===== src/rtl/timer_countdown.sv =====
// ============================================================================
// Module   : timer_countdown
// Brief    : Keypad-loaded MM:SS BCD countdown timer with expiry pulse.
// Revision : 1.0 - initial release
// ============================================================================
`default_nettype none

module timer_countdown #(
  parameter int SYNC_STAGES = 2
) (
  input  logic       clk,
  input  logic       clearn,
  input  logic [3:0] D,
  input  logic       loadn,
  input  logic       pgt_1Hz,
  input  logic       enablen,
  output logic [3:0] min_tens,
  output logic [3:0] min_ones,
  output logic [3:0] sec_tens,
  output logic [3:0] sec_ones,
  output logic       zero,
  output logic       running,
  output logic       done
);

  typedef enum logic [1:0] {
    SET  = 2'd0,
    RUN  = 2'd1,
    DONE = 2'd2
  } state_t;

  localparam logic [3:0] c_nine = 4'd9;
  localparam logic [3:0] c_five = 4'd5;

  state_t r_state;
  state_t w_state_nxt;

  logic [SYNC_STAGES-1:0] r_load_sync;
  logic [SYNC_STAGES-1:0] r_tick_sync;
  logic                   r_load_prev;
  logic                   r_tick_prev;
  logic                   w_key_evt;
  logic                   w_tick_evt;

  logic [3:0] r_min_tens, r_min_ones, r_sec_tens, r_sec_ones;
  logic [3:0] w_mt_nxt, w_mo_nxt, w_st_nxt, w_so_nxt;
  logic [3:0] w_mt_dec, w_mo_dec, w_st_dec, w_so_dec;
  logic       w_dec_zero;
  logic       w_done_nxt;
  logic       r_running;
  logic       r_done;

  // Chains reset to the idle level of each input so release creates no edge.
  always_ff @(posedge clk or negedge clearn) begin
    if (!clearn) begin
      r_load_sync <= '1;
      r_tick_sync <= '0;
      r_load_prev <= 1'b1;
      r_tick_prev <= 1'b0;
    end else begin
      r_load_sync <= {r_load_sync[SYNC_STAGES-2:0], loadn};
      r_tick_sync <= {r_tick_sync[SYNC_STAGES-2:0], pgt_1Hz};
      r_load_prev <= r_load_sync[SYNC_STAGES-1];
      r_tick_prev <= r_tick_sync[SYNC_STAGES-1];
    end
  end

  assign w_key_evt  = r_load_prev & ~r_load_sync[SYNC_STAGES-1];
  assign w_tick_evt = ~r_tick_prev & r_tick_sync[SYNC_STAGES-1];

  assign zero = (r_min_tens == 4'd0) && (r_min_ones == 4'd0) &&
                (r_sec_tens == 4'd0) && (r_sec_ones == 4'd0);

  // One-second BCD decrement; only used while the value is non-zero.
  always_comb begin
    w_mt_dec = r_min_tens;
    w_mo_dec = r_min_ones;
    w_st_dec = r_sec_tens;
    w_so_dec = r_sec_ones;
    if (r_sec_ones != 4'd0) begin
      w_so_dec = r_sec_ones - 4'd1;
    end else begin
      w_so_dec = c_nine;
      if (r_sec_tens != 4'd0) begin
        w_st_dec = r_sec_tens - 4'd1;
      end else begin
        w_st_dec = c_five;
        if (r_min_ones != 4'd0) begin
          w_mo_dec = r_min_ones - 4'd1;
        end else begin
          w_mo_dec = c_nine;
          w_mt_dec = r_min_tens - 4'd1;
        end
      end
    end
  end

  assign w_dec_zero = (w_mt_dec == 4'd0) && (w_mo_dec == 4'd0) &&
                      (w_st_dec == 4'd0) && (w_so_dec == 4'd0);

  always_comb begin
    w_state_nxt = r_state;
    w_mt_nxt    = r_min_tens;
    w_mo_nxt    = r_min_ones;
    w_st_nxt    = r_sec_tens;
    w_so_nxt    = r_sec_ones;
    w_done_nxt  = 1'b0;
    case (r_state)
      SET: begin
        if (w_key_evt && (D <= c_nine)) begin
          w_mt_nxt = r_min_ones;
          w_mo_nxt = r_sec_tens;
          w_st_nxt = r_sec_ones;
          w_so_nxt = D;
        end
        if (!enablen && !zero) begin
          w_state_nxt = RUN;
        end
      end
      RUN: begin
        // A tick coinciding with a pause is applied before leaving RUN.
        if (w_tick_evt) begin
          w_mt_nxt = w_mt_dec;
          w_mo_nxt = w_mo_dec;
          w_st_nxt = w_st_dec;
          w_so_nxt = w_so_dec;
          if (w_dec_zero) begin
            w_state_nxt = DONE;
            w_done_nxt  = 1'b1;
          end else if (enablen) begin
            w_state_nxt = SET;
          end
        end else if (enablen) begin
          w_state_nxt = SET;
        end
      end
      DONE: begin
        if (enablen) begin
          w_state_nxt = SET;
        end
      end
      default: begin
        w_state_nxt = SET;
      end
    endcase
  end

  always_ff @(posedge clk or negedge clearn) begin
    if (!clearn) begin
      r_state    <= SET;
      r_min_tens <= 4'd0;
      r_min_ones <= 4'd0;
      r_sec_tens <= 4'd0;
      r_sec_ones <= 4'd0;
      r_running  <= 1'b0;
      r_done     <= 1'b0;
    end else begin
      r_state    <= w_state_nxt;
      r_min_tens <= w_mt_nxt;
      r_min_ones <= w_mo_nxt;
      r_sec_tens <= w_st_nxt;
      r_sec_ones <= w_so_nxt;
      r_running  <= (w_state_nxt == RUN);
      r_done     <= w_done_nxt;
    end
  end

  assign min_tens = r_min_tens;
  assign min_ones = r_min_ones;
  assign sec_tens = r_sec_tens;
  assign sec_ones = r_sec_ones;
  assign running  = r_running;
  assign done     = r_done;

endmodule

`default_nettype wire


===== config.mk =====
export PLATFORM = sky130hd
export DESIGN_NAME = timer_countdown
export DESIGN_NICKNAME = d
export VERILOG_FILES = /design/src/rtl/timer_countdown.sv
export SDC_FILE = /design/constraint.sdc
export NUM_CORES = 1
export LEC_CHECK = 0
export CORE_UTILIZATION = 40
export CTS_CLUSTER_SIZE = 25
export DETAILED_ROUTE_END_ITERATION = 12
export PLACE_DENSITY_LB_ADDON = 0.15
export SYNTH_ARGS = -nofsm -noshare
export SYNTH_HDL_FRONTEND = slang
export SYNTH_SLANG_ARGS = --single-unit

===== constraint.sdc =====
create_clock -name clk -period 2.85 [get_ports clk]
set_input_delay 0.285 -clock clk [delete_from_list [all_inputs] [get_ports clk]]
set_output_delay 0.285 -clock clk [all_outputs]
set_load 0.05 [all_outputs]

==> flow_summary.yaml, run 1 <==
outcome:
  status: "complete, no violations"
global_routing:
  grt_max_degree: 27
  grtUsageTotal: 0.190
  grt_pass1_wl_um: 5980
  grt_overflow: 0
  grt_pass1_vias: 1255
  antenna_found_initial: 0
yosys:
  synthTopCellsByCount: "23 x dfrtp_1, 15 x nor2_1, 13 x a21oi_1"
  synth.distinct_cells: 45
  synth.ff_latch_count: 26
  ys_async_sr_fraction: 1.00
  syn_area_per_cell_um2: 9.19
  synth_edf_count: 0
  synth.largest_area_cell: "dfrtp_1"
  ys_top_cells_by_area: "dfrtp_1 40%, dfstp_2 5.4%, a21oi_1 4.5%"
  ys.flop_type: "dfrtp_1"
  synth_nets: 169
  synth_top_area_share: 0.397
  syn-instance-count: 158
  synth_warnings: 0
  yosysMostFrequentCell: "dfrtp_1"
  synthesis.area_mm2: 0.00145
  ys_seq_area_frac: 0.451
floorplanning:
  dieWidth_um: 62.2
  rows: 21
  core_area_mm2: 0.00342
  fp.dieH_um: 62.2
  top_level_ports: 28
  dieArea_mm2: 0.00387
  start_util: 0.425
timing:
  finalCritPeriodShare: 0.768
  skew_ps: 3.38
  tns_ps: 0
  max_freq_mhz: 457
  max_slew.worst_pin.slew_ps: 717
  hold_viol_final: 0
  grt_setup_unrepaired: "false"
  relSlewSlack: 0.522
  setup_viol_count_final: 0
  timing.final.max_slew_violations: 0
  min_period_ps: 2190
worst_setup_path:
  path_delay_family: "simple AND/OR/NAND/NOR gates"
  crit_fanout: 8
  cp-end-kind: "primary output"
  slowest_stage: "dfrtp_1"
  worstSetupPathType: "reg2out"
  cp_data_arrival_time_ps: 1900
  crit_chain: "nor3_1 > nand4_1 > nor2_1 > buf_4"
  worstPathRequired_ps: 2570
  cp_num_buf_inv: 1
  start_kind: "flop"
  slowest_delay_ps: 490
cts:
  cts_setup_buffers: 0
  numCtsBuffers: 3
  cts_tree: "built"
  cts.repair.resized: 0
  clock-sinks: 26
  clock_latency_ps: 320
  cts_htree_levels: 1
  cts_hold_buf: 0
  cts-root-buf: "clkbuf_4"
  clock_path_buffers: 2
  clk_pin_slew_ps: 150
cells_and_area:
  drive_above_1_share: 0.0934
  nNetsFinal: 194
  multi_input_area_um2: 709
  area_growth_pct: 24.4
  fillers: 338
  diodes: 0
  seq_area_um2: 654
  stdcell_count: 228
power_and_ir_drop:
  total_power_mw: 1.51
  cellLeakagePower_nw: 0.711
  vdd_drop_max_v: 0.000425
  power_density_mw_per_mm2: 835
detailed_routing:
  vias: 1305
  drt_iter0_drc: 70
  drtPass1Iterations: 4
  viasPerCell: 5.72
  totalWireLength_um: 3480
  postRouteAntennaNets: 0
  avgRoutedWirePerCell_um: 15.3
  drc: 0
placed_design:
  post-place-cells: 224
  io_buffers: 27
  dp_hpwl_um: 2390
  gp_congestion: 0.808
job:
  cap_violations: 0
hold_path:
  hold_class: "in2async"
power by group:
| group | total, mW | internal (mW) | switching, mW |
|---|---|---|---|
| sequential | 0.587 | 0.444 | 0.143 |
| clock | 0.257 | 0.142 | 0.115 |
| combinational | 0.663 | 0.237 | 0.426 |
| total | 1.51 | 0.823 | 0.683 |
area by class of cell:
cell class / instances / share of cell area
Clock buffer: 3 / 0.0125
Clock inverter: 1 / 0.0166
Inverter: 7 / 0.0146
Multi-Input combinational cell: 113 / 0.393
Sequential cell: 26 / 0.362
Tap cell: 46 / 0.0319
Timing Repair Buffer: 32 / 0.169
worst register-to-register path: stages, from the launching register on:
cell and delay, ps:
dfrtp_1 520, or4_4 630, or4_4 560, o31ai_2 220
a22o_1 170
metrics by stage:
stage | hold slack [ps] | util | cell area, um^2 | setup slack (ps)
2_1_floorplan | -10.6 | - | 1450 | 360
3_3_place_gp | 334 | 0.513 | 1750 | 808
3_5_place_dp | 347 | 0.513 | 1750 | 739
4_1_cts | 316 | 0.529 | 1810 | 654
5_1_grt | 329 | 0.529 | 1810 | 488
6_report | 314 | 0.529 | 1810 | 662
layer usage:
layer	GRT usage	routed length (um)	up-vias	part of all wire
li1	-	-	640	-
met1	0.260	1670	621	0.48
met2	0.315	1630	42	0.47
met3	0.0184	149	2	0.043
met4	0.0640	23	0	0.0066
met5	0	0	-	0
registers in the layout (all words and copies together), names as in the netlist:
name,cells
min_ones,4
min_tens,4
sec_ones,4
sec_tens,4
r_load_sync,2
r_state,2
r_tick_sync,2
done,1
r_load_prev,1
r_tick_prev,1
running,1
cell families (layout without fill, tap and decap cells):
| logic type | count (synthesis) | in the layout | synth area share |
|---|---|---|---|
| AO/OA/AOI/OAI | 52 | 52 | 0.234 |
| adder cells (fa/ha/maj) | 2 | 2 | 0.0172 |
| buffers and inverters | 19 | 43 | 0.0603 |
| flip-flops | 26 | 26 | 0.451 |
| multiplexers | 3 | 3 | 0.0207 |
| AND/OR/NAND/NOR | 56 | 56 | 0.216 |
worst paths after layout:
check	startpoint	slack [ps]	to	cells past startpoint
min in group clk	loadn	350	r_load_sync[0]	1
worst max register to register	sec_ones[0]	700	min_ones[2]	4
worst min register to register	r_load_sync[0]	370	r_load_sync[1]	0
worst min-delay path	clearn	310	min_ones[3]	2
worst max-delay path	sec_tens[2]	660	zero	4
max in group asynchronous	clearn	2240	r_load_sync[0]	2
cells in the final DEF (no fill, tap or decap), drive strengths merged, types with 2 or more instances in the layout:
master,netlist,final
dfstp,3,3
nor4,5,5
or3,3,3
mux2i,3,3
nor2,15,15
nand2,8,8
o21a,3,3
o21ai,14,14
o32a,2,2
inv,7,7
o22ai,3,3
nand3,4,4
and4,2,2
nor4b,3,3
a21oi,13,13
clkbuf,8,3
ha,2,2
nand4,3,3
buf,4,6
or4,2,2
a22o,2,2
dfrtp,23,23
o31ai,3,3
clkdlybuf4s50,0,26
a31oi,3,3
nor3,5,5
No activity file was read; power rests on OpenSTA's default activity.
==> run 2: changes to the inputs <==
- clock period: 2.85 -> 2.25 ns (I/O delays scaled with it)
==> flow_summary.yaml, run 2 (same netlist as run 1, synthesis figures left out) <==
floorplanning:
  start_util: 0.425
  top_level_ports: 28
  rows: 21
  core_area_mm2: 0.00342
  dieWidth_um: 62.2
  dieArea_mm2: 0.00387
  fp.dieH_um: 62.2
detailed_routing:
  vias: 1302
  avgRoutedWirePerCell_um: 14.8
  drt_iter0_drc: 67
  drtPass1Iterations: 4
  postRouteAntennaNets: 0
  totalWireLength_um: 3420
  drc: 0
  viasPerCell: 5.61
cells_and_area:
  fillers: 330
  area_growth_pct: 27.5
  drive_above_1_share: 0.145
  utilization: 0.542
  diodes: 0
  layout_common_cells: "26 x clkdlybuf4s50_1, 20 x dfrtp_1, 14 x nor2_1"
  final_common_cell: "clkdlybuf4s50_1"
  nNetsFinal: 198
power_and_ir_drop:
  cellLeakagePower_nw: 0.726
  power_density_mw_per_mm2: 996
  vdd_drop_max_v: 0.000441
global_routing:
  antenna_found_initial: 0
  grt_max_degree: 27
  grt_pass1_wl_um: 5980
  grtUsageTotal: 0.192
  grt_overflow: 0
  grt_pass1_vias: 1313
timing:
  timing.final.max_slew_violations: 0
  relSlewSlack: 0.290
  max_slew.worst_pin.slew_ps: 1060
  hold_viol_final: 0
  grt_setup_unrepaired: "false"
  max_freq_mhz: 479
  tns_ps: 0
  min_period_ps: 2090
  finalCritPeriodShare: 0.928
  skew_ps: 5.36
  setup_viol_count_final: 0
worst_setup_path:
  crit_start: "sec_tens[2]"
  r2r_cells: 4
  worstPathRequired_ps: 2030
  worstSetupPathType: "reg2out"
  reg2reg_to: "min_ones[2]"
  crit_fanout: 8
  cp-end-kind: "primary output"
  start_kind: "flop"
  r2r_start: "sec_ones[0]"
  cp_data_arrival_time_ps: 1860
  ff2ff_setup_slack_ps: 200
cts:
  clock_path_buffers: 2
  cts-root-buf: "clkbuf_4"
  numCtsBuffers: 3
  cts.repair.resized: 0
  clock_latency_ps: 320
  clk_pin_slew_ps: 150
  cts_hold_buf: 0
  cts_htree_levels: 1
  clock-sinks: 26
  cts_tree: "built"
  cts_setup_buffers: 0
placed_design:
  dp_hpwl_um: 2420
  gp_congestion: 0.823
  io_buffers: 27
job:
  cap_violations: 0
hold_path:
  hold_class: "in2async"
outcome:
  status: "complete, no violations"
## run 2: area by class of cell
type                            instances  area, um^2  area share
Inverter                                7        26.3      0.0142
Clock buffer                            4        36.3      0.0196
Multi-Input combinational cell        113         724       0.391
Sequential cell                        26         658       0.356
Tap cell                               46        57.6      0.0311
Timing Repair Buffer                   36         348       0.188
## run 2: worst max-delay path by stage
stage	slack, ps	end	depth (start not counted)
floorplan	50	min_ones[1]	6
global route	60	zero	4
detailed placement	8	sec_ones[3]	6
finish	160	zero	4
global placement	10	sec_ones[3]	6
CTS	110	sec_ones[2]	5
## run 2: per-layer routing
metal,GRT usage,share of wire
met1,0.256,0.49
met2,0.327,0.46
met4,0.0523,0.012
met3,0.0239,0.047
met5,0,0
## run 2: critical path: stages (launching register included)
cell and delay [ps]:
dfrtp_1 490, nor3_1 380, nand4_1 290, nor2_2 220, buf_12 150
## run 2: power breakdown
part	internal, mW	leakage (nW)	switching, mW
logic	0.313	0.405	0.540
clock network	0.0990	0.0210	0.143
registers	0.566	0.301	0.182
total	0.978	0.726	0.865
## run 2: through the flow
stage	setup slack [ps]	cell area (um^2)	instances	power (mW)	hold slack [ps]
after floorplan	45.4	1460	158	1.31	-70.6
after global placement	12.9	1800	228	1.60	333
after detailed placement	8.31	1800	228	1.61	336
after CTS	112	1840	232	1.85	278
after global routing	55.4	1850	232	1.95	270
final	162	1850	232	1.84	256
==> run 3: changes to the inputs <==
- SLEW_MARGIN: unset -> 10
==> results of run 3 <==
Same layout as run 2: the final DEF is identical, and so are final timing and power.
==> edit 1, RTL diff (flow settings as in run 2) <==
Register the inputs `D`, `loadn`, `pgt_1Hz` and `enablen` before use. The logic sees them one clock later.
--- a/src/rtl/timer_countdown.sv
+++ b/src/rtl/timer_countdown.sv
@@ -34,2 +34,14 @@
 
+  logic [3:0] D_q;
+  logic loadn_q;
+  logic pgt_1Hz_q;
+  logic enablen_q;
+
+  always_ff @(posedge clk) begin
+    D_q       <= D;
+    loadn_q   <= loadn;
+    pgt_1Hz_q <= pgt_1Hz;
+    enablen_q <= enablen;
+  end
+
   state_t r_state;
@@ -60,4 +72,4 @@
     end else begin
-      r_load_sync <= {r_load_sync[SYNC_STAGES-2:0], loadn};
-      r_tick_sync <= {r_tick_sync[SYNC_STAGES-2:0], pgt_1Hz};
+      r_load_sync <= {r_load_sync[SYNC_STAGES-2:0], loadn_q};
+      r_tick_sync <= {r_tick_sync[SYNC_STAGES-2:0], pgt_1Hz_q};
       r_load_prev <= r_load_sync[SYNC_STAGES-1];
@@ -109,3 +121,3 @@
       SET: begin
-        if (w_key_evt && (D <= c_nine)) begin
+        if (w_key_evt && (D_q <= c_nine)) begin
           w_mt_nxt = r_min_ones;
@@ -113,5 +125,5 @@
           w_st_nxt = r_sec_ones;
-          w_so_nxt = D;
+          w_so_nxt = D_q;
         end
-        if (!enablen && !zero) begin
+        if (!enablen_q && !zero) begin
           w_state_nxt = RUN;
@@ -129,6 +141,6 @@
             w_done_nxt  = 1'b1;
-          end else if (enablen) begin
+          end else if (enablen_q) begin
             w_state_nxt = SET;
           end
-        end else if (enablen) begin
+        end else if (enablen_q) begin
           w_state_nxt = SET;
@@ -137,3 +149,3 @@
       DONE: begin
-        if (enablen) begin
+        if (enablen_q) begin
           w_state_nxt = SET;
Function: changed (Yosys sat finds a counterexample within 10 cycles, from zero or initial values).
==> edit 1 against run 2 <==
Wire length is 22% higher. Design area rose by 22%. Via count up 15%. Sequential share of layout area is 0.12 points lower. Synthesized area grew 15%. Sequential cell count is 7 higher. Worst setup slack got worse by 0.10 ns. Register-to-register slack lost 0.14 ns. Critical path depth grew 2. Non-clock buffer count up 14. Highest routed layer unchanged.
Power is not compared: it rests on default switching activity, and its combinational part moved more than twofold at a synthesized area within 25%.
==> edit 1: results (changes against run 2) <==
DRT iter0 DRCs -> 78 (+16%)
Mapped Cells -> 171 (+8.2%)
Setup slack after layout -> 0.06165 ns (-0.1009 ns)
GRT Resource Usage Total -> 20.98% (+1.8 points)
Max H-tree Level -> 2 (+1)
Post_cts resized -> 0 (unchanged)
Register area share after synthesis -> 47.78% (+2.7 points)
Layout cell share with drive strength beyond 1 -> 22.94% (+8.4 points)
Most instantiated cells after synthesis -> 23 x dfrtp_1, 17 x nor2_1, 16 x o21ai_0, 15 x a21oi_1, 8 x clkbuf_1
WHS -> 0.2960 ns (+0.03995 ns)
FFs w/ async S/R, synth -> 78.79% (-21 points)
Clk root buf -> clkbuf_8
Placer congestion estimate -> 0.8682 (+5.6%)
Num CTS Buffers -> 5 (+2)
Vias per cell -> 5.604 (-0.14%)
DR WL met2 -> 2095 um (+34%)
Measured slew at the worst slew-check pin -> 0.5106 ns (-0.5508 ns)
Crit path max fanout -> 6 (-2)
Nets -> 228 (+15%)
Worst slack at placement -> 0.1330 ns (+0.1247 ns)
Hold Path Class -> flip-flop to flip-flop
First-pass GRT wire length -> 6865 um (+15%)
Critical path's top delay family -> simple AND/OR/NAND/NOR gates
Maximum clock insertion buffer count -> 2 (unchanged)
Buffers on Ports -> 27 (unchanged)
Drt total wl -> 4179 um (+22%)
Skew final -> 0.002426 ns (-0.002933 ns)
Clk_lat worst skew -> 0.28 ns (-0.04 ns)
Clk pin slew, worst setup/hold paths -> 0.07 ns (-0.08 ns)
Max Used Layer -> met4
Drt first pass iters -> 4 (unchanged)
Net count after synthesis -> 182 (+7.7%)
CP peak stage delay -> 0.55 ns (+0.06 ns)
Status -> finished clean
Slowest library cell on the worst path -> or4_4
Met3 wire len -> 161 um (+0.63%)
Setup Fix Bufs, Post-CTS -> 3 (+3)
Yosys Warn Count -> 0 (unchanged)
DRT met1 WL -> 1847 um (+11%)
Main area contributors after synthesis -> dfrtp_1 35%, dfxtp_1 8.4%, o21ai_0 4.8%
Synth unique cells -> 53 (+18%)
Hpwl dp -> 2901 um (+20%)
WP data arrival -> 2.41 ns (+0.55 ns)
Placed insts -> 256 (+12%)
Non-Filler Instances -> 268 (+16%)
==> edit 1: cell count changes after synthesis, sizes merged, moves of 3 or more <==
cell	before	now
dfxtp	0	7
o21ai	14	18
inv	7	4
nor2	15	18
nor4b	3	0
o31ai	3	0
==> edit 1: final timing paths <==
kind                                   from             end  cells past startpoint
worst max-delay path            sec_ones[1]            done                      6
worst min-delay path                loadn_q  r_load_sync[0]                      0
worst max register to register  sec_ones[1]            done                      6
worst min register to register      loadn_q  r_load_sync[0]                      0
max in group asynchronous            clearn  r_load_sync[0]                      2
min in group asynchronous            clearn         running                      2
==> edit 1: final cells by class <==
type                    instances  area [um^2]
multi-input cells             123        824.5
flip-flops and latches         33        797.0
well taps                      50        62.56
inverters                       4        15.01
fillers                       369         1752
clock buffers                   6        82.58
clock inverters                 2        13.76
repair buffers                 50        452.9
==> edit 1: cells by family after synthesis <==
group                      count (synthesis)  synth area share [%]
buffers and inverters                     15                 4.364
DFF                                       33                 47.78
and+or+nand+nor                           60                 21.97
adders and majority gates                  2                 1.505
muxes                                      1                0.6020
AOI/OAI and AO/OA                         57                 22.20
xor gates and xnor gates                   3                 1.580
==> edit 1: stage by stage <==
step | area [um^2] | setup TNS (ns) | power [uW]
3_3_place_gp | 2096 | 0 | 2476
4_1_cts | 2215 | 0 | 2985
6_report | 2248 | 0 | 3034
2_1_floorplan | 1677 | -0.8496 | 1941
3_5_place_dp | 2096 | 0 | 2499
5_1_grt | 2248 | 0 | 3211
==> edit 1: power by group <==
group	internal [uW]	switching [uW]
Combinational	648	1080
Sequential	732	113
Clock	248	218
==> edit 1: per-layer routing <==
layer,track usage (%),vias up
met5,0,-
met4,11.44,0
met3,5.308,9
met2,34.69,40
met1,24.73,733
li1,-,720
==> edit 2, RTL diff (config.mk and constraints of run 2) <==
Without the edit above. Set the parameter `SYNC_STAGES` to 4 (it was 2).
--- a/src/rtl/timer_countdown.sv
+++ b/src/rtl/timer_countdown.sv
@@ -8,3 +8,3 @@
 module timer_countdown #(
-  parameter int SYNC_STAGES = 2
+  parameter int SYNC_STAGES = 4
 ) (
Function: changed (Yosys sat finds a counterexample within 10 cycles, from zero or initial values).
==> edit 2 against run 2 <==
Fmax is 2.8% lower. Core utilization grew 1.1 points. Critical path type unchanged. Count of clock-buffer cells in the layout is 2 higher. Largest cell class unchanged. Design area grew 13%. Cell count up 7.3%. Via count is 10% higher. Wire length grew 11%. Worst setup slack got worse by 0.059 ns. Synthesized area grew 12%. Power up 21%. Non-clock buffer count up 4. Sequential cell count up 4.
==> edit 2: results (changes against run 2) <==
Status -> finished clean
Placer congestion estimate -> 0.8558 (+4.0%)
Hpwl dp -> 2739 um (+13%)
WP data arrival -> 1.92 ns (+0.06 ns)
Most instantiated cells after synthesis -> 25 x dfrtp_1, 17 x nor2_1, 14 x o21ai_0, 9 x a21oi_1, 8 x inv_1
P_clk -> 450 uW (+86%)
Max H-tree Level -> 2 (+1)
Crit path max fanout -> 10 (+2)
Vias -> 1435 (+10%)
Placed Area -> 0.002004 mm^2 (+11%)
Vias in the first global route -> 1333 (+1.5%)
Worst slack at placement -> 0.3539 ns (+0.3456 ns)
R2r endpoint -> running
Vias per cell -> 5.763 (+2.7%)
DRT met1 WL -> 1793 um (+7.9%)
Clk pin slew, worst setup/hold paths -> 0.07 ns (-0.08 ns)
Drt total wl -> 3806 um (+11%)
Global route overflow -> 0 (unchanged)
Met2 Use GR -> 30.10% (-2.6 points)
Crit path launch -> sec_ones[1]
DRT iter0 DRCs -> 141 (+110%)
Nets -> 211 (+6.6%)
Layout cell share with drive strength beyond 1 -> 18.41% (+3.9 points)
PwrDens -> 1059 mW/mm^2 (+6.4%)
Reg2Reg Setup Slack -> 0.34 ns (+0.14 ns)
Grt met3 use -> 5.000% (+2.6 points)
Clk_lat worst skew -> 0.28 ns (-0.04 ns)
Mapped Cells -> 163 (+3.2%)
Main area contributors after synthesis -> dfrtp_1 38%, dfstp_2 8.1%, o21ai_0 4.3%
GRT Resource Usage Total -> 19.32% (+0.15 points)
Net count after synthesis -> 174 (+3.0%)
Clk root buf -> clkbuf_8
DR WL met2 -> 1780 um (+14%)
Peak supply drop -> 0.0006124 V (+39%)
Largest net degree at the start of global routing -> 31 (+15%)
Met3 wire len -> 186 um (+16%)
Placed insts -> 241 (+5.7%)
WHS -> 0.3366 ns (+0.08056 ns)
Measured slew at the worst slew-check pin -> 0.5076 ns (-0.5538 ns)
Fillers -> 343 (+3.9%)
Internal -> 1242 uW (+27%)
Comb. pwr -> 961 uW (+13%)
Synth unique cells -> 49 (+8.9%)
Met1 GRT Util -> 25.57% (about the same)
LEAKAGE -> 0.0008519 uW (+17%)
Num CTS Buffers -> 5 (+2)
-- edit 2: cell count changes in the layout (fill, tap and decap cells not counted), moves of 4 or more --
cell and delta:
buf_4 +4, dfrtp_1 +5, o21ai_1 -4, o21ai_0 +5
clkbuf_8 +5, a21oi_1 -4, a22oi_1 +4
-- edit 2: layout make-up --
class                      instances  area (um^2)  share of cell area (%)
clock buffer                       6        82.58                   3.933
clock inverter                     2        12.51                  0.5959
inverter                           8        30.03                   1.430
multi-input combinational        115        779.5                   37.13
sequential                        30        757.0                   36.05
tap                               48        60.06                   2.861
timing repair buffer              40        377.9                   18.00
-- edit 2: cells by family (layout without fill, tap and decap cells) --
| logic type | Yosys count | after routing | synth area share, % |
|---|---|---|---|
| AO/OA/AOI/OAI | 49 | 49 | 19.56 |
| adder cells (fa/ha/maj) | 2 | 2 | 1.533 |
| buffers and inverters | 18 | 56 | 5.905 |
| flip-flops | 30 | 30 | 46.40 |
| multiplexers | 1 | 1 | 0.6135 |
| AND/OR/NAND/NOR | 63 | 63 | 26.00 |
